## src/rtl/ycbcr422_to_rgb.sv

```systemverilog
// 4:2:2 YCbCr to 4:4:4 RGB converter. Pixel0 is on dout two edges after its Cr beat, and pixel1 one edge later.
// There is no backpressure: every din_valid beat is accepted. An incomplete pair is dropped with an orphan_err pulse.
module ycbcr422_to_rgb #(
    parameter int DW    = 12,
    parameter int C_OFS = 2048,
    parameter int K_RCR = 5743,
    parameter int K_GCB = 1410,
    parameter int K_GCR = 2925,
    parameter int K_BCB = 7258
) (
    input  logic          icsc_clk,
    input  logic          icsc_rst,
    input  logic [DW-1:0] din_y,
    input  logic [DW-1:0] din_c,
    input  logic          din_valid,
    input  logic          din_line_start,
    output logic [DW-1:0] dout0,
    output logic [DW-1:0] dout1,
    output logic [DW-1:0] dout2,
    output logic          dout_valid,
    output logic          dout_line_start,
    output logic          orphan_err
);

    localparam int KW = 15;
    localparam int PW = DW + 1 + KW;
    localparam int AW = PW + 2;

    localparam logic signed [KW-1:0] C_KRCR  = KW'(K_RCR);
    localparam logic signed [KW-1:0] C_KGCB  = KW'(K_GCB);
    localparam logic signed [KW-1:0] C_KGCR  = KW'(K_GCR);
    localparam logic signed [KW-1:0] C_KBCB  = KW'(K_BCB);
    localparam logic signed [DW:0]   C_OFS_S = (DW+1)'(C_OFS);
    localparam logic signed [AW-1:0] C_RND   = AW'(2048);
    localparam logic signed [AW-1:0] C_MAX   = AW'((2**DW) - 1);

    typedef enum logic {ST_CB = 1'b0, ST_CR = 1'b1} phase_t;

    function automatic logic signed [DW:0] f_center(input logic [DW-1:0] c);
        return $signed({1'b0, c}) - C_OFS_S;
    endfunction

    function automatic logic [DW-1:0] f_clamp(input logic signed [AW-1:0] acc);
        logic signed [AW-1:0] sh;
        logic [DW-1:0]        res;
        sh = acc >>> 12;
        if (sh[AW-1])
            res = '0;
        else if (sh > C_MAX)
            res = '1;
        else
            res = sh[DW-1:0];
        return res;
    endfunction

    phase_t r_state, w_state_nxt;
    logic   w_store_cb, w_launch0, w_orphan;

    logic [DW-1:0] r_y0, r_cb, r_y1, r_cr;
    logic          r_ls, r_launch1, r_orphan;

    logic                 r_s1_vld, r_s1_ls;
    logic [DW-1:0]        r_s1_y;
    logic signed [DW:0]   r_s1_cb, r_s1_cr;

    logic                 r_s2_vld, r_s2_ls;
    logic [DW-1:0]        r_s2_y;
    logic signed [PW-1:0] r_s2_rcr, r_s2_gcb, r_s2_gcr, r_s2_bcb;

    logic [DW-1:0] r_dout0, r_dout1, r_dout2;
    logic          r_dout_vld, r_dout_ls;

    logic signed [AW-1:0] w_ybase, w_acc_r, w_acc_g, w_acc_b;

    always_ff @(posedge icsc_clk) begin
        if (icsc_rst)
            r_state <= ST_CB;
        else
            r_state <= w_state_nxt;
    end

    // A line_start seen while waiting for Cr abandons the stored Cb half and restarts the pair.
    always_comb begin
        w_state_nxt = r_state;
        w_store_cb  = 1'b0;
        w_launch0   = 1'b0;
        w_orphan    = 1'b0;
        if (din_valid) begin
            case (r_state)
                ST_CB: begin
                    w_store_cb  = 1'b1;
                    w_state_nxt = ST_CR;
                end
                ST_CR: begin
                    if (din_line_start) begin
                        w_store_cb = 1'b1;
                        w_orphan   = 1'b1;
                    end else begin
                        w_launch0   = 1'b1;
                        w_state_nxt = ST_CB;
                    end
                end
                default: w_state_nxt = ST_CB;
            endcase
        end
    end

    assign w_ybase = $signed({{(AW-DW-12){1'b0}}, r_s2_y, 12'd0});
    assign w_acc_r = w_ybase + AW'(r_s2_rcr) + C_RND;
    assign w_acc_g = w_ybase - AW'(r_s2_gcb) - AW'(r_s2_gcr) + C_RND;
    assign w_acc_b = w_ybase + AW'(r_s2_bcb) + C_RND;

    always_ff @(posedge icsc_clk) begin
        if (icsc_rst) begin
            r_y0       <= '0;
            r_cb       <= '0;
            r_ls       <= 1'b0;
            r_y1       <= '0;
            r_cr       <= '0;
            r_launch1  <= 1'b0;
            r_orphan   <= 1'b0;
            r_s1_vld   <= 1'b0;
            r_s1_ls    <= 1'b0;
            r_s1_y     <= '0;
            r_s1_cb    <= '0;
            r_s1_cr    <= '0;
            r_s2_vld   <= 1'b0;
            r_s2_ls    <= 1'b0;
            r_s2_y     <= '0;
            r_s2_rcr   <= '0;
            r_s2_gcb   <= '0;
            r_s2_gcr   <= '0;
            r_s2_bcb   <= '0;
            r_dout0    <= '0;
            r_dout1    <= '0;
            r_dout2    <= '0;
            r_dout_vld <= 1'b0;
            r_dout_ls  <= 1'b0;
        end else begin
            if (w_store_cb) begin
                r_y0 <= din_y;
                r_cb <= din_c;
                r_ls <= din_line_start;
            end
            if (w_launch0) begin
                r_y1 <= din_y;
                r_cr <= din_c;
            end
            r_launch1 <= w_launch0;
            r_orphan  <= w_orphan;

            // Pixel1 can never collide with pixel0: the beat after a Cr beat is always a Cb beat.
            r_s1_vld <= w_launch0 | r_launch1;
            if (w_launch0) begin
                r_s1_y  <= r_y0;
                r_s1_cb <= f_center(r_cb);
                r_s1_cr <= f_center(din_c);
                r_s1_ls <= r_ls;
            end else if (r_launch1) begin
                r_s1_y  <= r_y1;
                r_s1_cb <= f_center(r_cb);
                r_s1_cr <= f_center(r_cr);
                r_s1_ls <= 1'b0;
            end

            r_s2_vld <= r_s1_vld;
            r_s2_ls  <= r_s1_ls;
            r_s2_y   <= r_s1_y;
            r_s2_rcr <= PW'(C_KRCR) * PW'(r_s1_cr);
            r_s2_gcb <= PW'(C_KGCB) * PW'(r_s1_cb);
            r_s2_gcr <= PW'(C_KGCR) * PW'(r_s1_cr);
            r_s2_bcb <= PW'(C_KBCB) * PW'(r_s1_cb);

            r_dout_vld <= r_s2_vld;
            r_dout_ls  <= r_s2_vld & r_s2_ls;
            if (r_s2_vld) begin
                r_dout0 <= f_clamp(w_acc_r);
                r_dout1 <= f_clamp(w_acc_g);
                r_dout2 <= f_clamp(w_acc_b);
            end
        end
    end

    assign dout0           = r_dout0;
    assign dout1           = r_dout1;
    assign dout2           = r_dout2;
    assign dout_valid      = r_dout_vld;
    assign dout_line_start = r_dout_ls;
    assign orphan_err      = r_orphan;

endmodule

```

## config.mk

```make
export PLATFORM = sky130hd
export DESIGN_NAME = ycbcr422_to_rgb
export DESIGN_NICKNAME = d
export VERILOG_FILES = /design/src/rtl/ycbcr422_to_rgb.sv
export SDC_FILE = /design/constraint.sdc
export NUM_CORES = 1
export LEC_CHECK = 0
export ABC_AREA = 1
export BUFFER_PORTS_ARGS = -buffer_cell sky130_fd_sc_hd__buf_2
export CORE_MARGIN = 3
export CORE_UTILIZATION = 35
export DETAILED_ROUTE_END_ITERATION = 16
export GPL_TIMING_DRIVEN = 0
export PLACE_DENSITY_LB_ADDON = 0.25
export SLEW_MARGIN = 10
export SYNTH_ARGS = -nofsm -noshare
export SYNTH_HDL_FRONTEND = slang
export SYNTH_SLANG_ARGS = --single-unit
```

## constraint.sdc

```tcl
create_clock -name icsc_clk -period 14.2 [get_ports icsc_clk]
set_input_delay 2.84 -clock icsc_clk [delete_from_list [all_inputs] [get_ports icsc_clk]]
set_output_delay 2.84 -clock icsc_clk [all_outputs]
set_load 0.05 [all_outputs]
```

==> results.yml <==
yosys:
  synthDistinctLibCells: 46
  synth_edf_count: 0
  yosys.area.top_type: "ha_1"
  ys_seq_elements: 224
  synth_compound_area_share_pct: 11.94
  syn_nets: 3312
  synth_seq_area_share_pct: 20.75
  synth_xor_area_share_pct: 1.540
  synth.most_common_cell: "inv_1"
  muxShareOfSynthArea_pct: 0.5558
  ys_top_cells_by_area: "ha_1 (22%), dfxtp_1 (21%), fa_1 (16%)"
  synth_cells: 2719
  netlist_area_mm2: 0.02161
  synth_fa_ha_area_share_pct: 38.86
  synth_simple_gate_area_share_pct: 15.17
  async_flop_share_pct: 0
  synth_top_area_share_pct: 22.46
  synthTopCellsByCount: "inv_1 (582), nand2_1 (465), ha_1 (388)"
  avgSynthCellArea_um2: 7.949
  synth_top_family_by_area: "adder cells"
  yosys_most_used_dff: "dfxtp_1"
  yosysWarnings: 0
layout:
  drive_gt1_share_pct: 7.095
  multi_input_area_mm2: 0.01471
  syn_to_final_growth_pct: 10.17
  diodes: 0
  layout.cells.non_filler: 3615
  fin_nets: 3407
  seqCellArea_mm2: 0.004486
  design_area_mm2: 0.02381
  fillers: 6287
power_and_ir_drop:
  leakagePower_nw: 12.95
  peakVddDrop_mv: 0.1177
  p_per_area_mw_per_mm2: 119.2
  power_mw: 2.838
timing:
  max_freq_mhz: 152.1
  hold_viol_final: 0
  rsz0062_at_grt: "false"
  period_needed_ns: 6.576
  tightestPinTransition_ns: 1.207
  slew-limit-headroom_pct: 19.39
  finalCritPeriodShare_pct: 46.31
  final.setup.tns_ns: 0
  setup_slack_ns: 7.624
  setup_viol: 0
  fin_worst_skew_ns: 0.03806
  slew_violations: 0
routing:
  drc_errors: 0
  viasPerCell: 4.784
  ant_nets: 0
  drt_iter0_drc: 925
  wl_per_cell_um: 16.20
  firstDrtPassIters: 5
  drt-total-wl_um: 58550
  vias: 17293
floorplan:
  rows: 90
  die_width_um: 254.5
  dieArea_mm2: 0.06477
  ioPinCount: 67
  initial_core_util_pct: 35.61
  core_area_mm2: 0.06070
  die_h_um: 254.5
clock_tree:
  clock_latency_ns: 0.58
  cts_hold_buffers: 0
  cts_made_buffers: 28
  clockRootBuffer: "clkbuf_16"
  cts_htree_levels: 1
  cts_setup_buffers: 0
  cts.sinks: 224
  clkTransAtPathRegs_ns: 0.06
  cts_resized: 0
  clockBufferDepth: 3
  cts_tree: "built"
global_routing:
  grt.total_usage_pct: 18.55
  grt_remaining_overflow: 0
  grt_pass1_wl_um: 94440
  grt_pass1_vias: 17666
  grt_max_degree: 21
  grt_antenna_before_repair: 3
placement:
  dp_hpwl_um: 49590
  finalWeightedCongestion: 0.8777
  dp_cells: 3566
  portBuffers: 65
  pre_cts_slack_ns: 7.687
  detailed_place.area_mm2: 0.02292
critical_path:
  cp_data_required_time_ns: 14.70
  crit_arrival_ns: 7.08
  cp-end-kind: "register"
  worst_path_max_delay_cell: "dfxtp_1"
  cpPeakStageDelay_ns: 1.11
  cp_cell_sequence: "inv_1 -> ha_1 -> ha_1 -> inv_1 -> fa_1 -> inv_1 -> fa_1 -> fa_1 -> fa_1 -> ha_1 -> nand2_1 -> nor2_1 -> inv_1 -> nor3_1 -> nor2_1 -> o21ai_1 -> nand3_1 -> nand2_1 -> o21ai_1 -> a21oi_1"
  critical_path_peak_fanout: 16
  start_kind: "register"
  path_class: "register to register"
run_status:
  outcome: "finished, final reports clean"
worst_hold_path:
  hold_path.class: "register to register"
flow_run:
  max_cap_viol_count: 0
-- area by class of cell --
cell class | instances | area share (%)
clock buffer | 36 | 3.195
sequential | 224 | 18.84
inverter | 588 | 9.270
clock inverter | 13 | 0.5570
multi-input combinational | 1861 | 61.79
buffer | 46 | 0.8776
tap | 782 | 4.109
timing repair buffer | 65 | 1.366
-- worst paths after layout --
kind	start	to	slack (ns)	depth (start not counted)
worst max-delay path	r_s1_cr[11]$_SDFFE_PP0P_	r_s2_rcr[26]$_SDFF_PP0_	7.62	20
worst min-delay path	r_s1_vld$_SDFF_PP0_	r_s2_vld$_SDFF_PP0_	0.40	2
worst max register to register	r_s1_cr[11]$_SDFFE_PP0P_	r_s2_rcr[26]$_SDFF_PP0_	7.62	20
worst min register to register	r_s1_vld$_SDFF_PP0_	r_s2_vld$_SDFF_PP0_	0.40	2
-- logic make-up after synthesis --
kind of cell / count (synthesis)
XOR/XNOR: 38
flip-flops: 224
AO/OA/AOI/OAI: 457
buffers and inverters: 634
multiplexers: 12
adder cells (fa/ha/maj): 565
AND/OR/NAND/NOR: 789
-- report_power, final --
group	leakage [nW]	total, mW	internal [mW]	switching [mW]
registers	1.83	0.728	0.687	0.0409
logic	10.7	1.43	0.507	0.920
clock network	0.439	0.682	0.398	0.284
-- layer usage --
layer	global-route usage, %	part of all wire (%)	vias up
met4	5.292	3.0	2
li1	-	-	8794
met2	29.80	44	303
met5	0	0.014	-
met1	25.99	49	8125
met3	2.702	4.5	69
-- worst max-delay path: cells and delay by family (launching register included) --
family,cells,cell delay (ns)
flip-flops,1,1.11
buffers and inverters,4,0.82
AO/OA/AOI/OAI,3,0.58
adder cells (fa/ha/maj),7,3.24
AND/OR/NAND/NOR,6,0.74
-- cell usage in the layout (no fill, tap or decap), types with 12 or more instances in the layout --
master / count
inv_1: 582
nand2_1: 465
ha_1: 388
dfxtp_1: 223
a21oi_1: 206
nor2_1: 182
fa_1: 177
o21ai_0: 134
buf_2: 67
nand3_1: 47
clkbuf_1: 42
nand2_2: 41
clkbuf_16: 28
xor2_1: 20
a21oi_2: 20
xnor2_1: 18
o22ai_1: 17
o21a_1: 17
a31oi_1: 13
nand4_1: 13
mux2i_1: 12
a21o_1: 12
-- stage by stage --
step	util, %	hold slack [ns]
final	39.23	0.3979
after global routing	39.23	0.4286
after CTS	39.23	0.3982
after detailed placement	37.76	0.3922
after global placement	37.76	0.3936
after floorplan	-	0.3883
-- registers in the layout, summed over array words and instances, names as in the netlist, 12 cells and up --
signal,flops
r_s2_bcb,16
r_s2_rcr,17
r_s2_gcr,25
r_s1_cb,12
r_s2_y,12
r_y1,12
r_y0,12
r_s2_gcb,24
r_s1_cr,12
r_cb,12
dout2,12
dout0,12
r_cr,12
r_s1_y,12
dout1,12
Power figures use the tool's default switching activity.
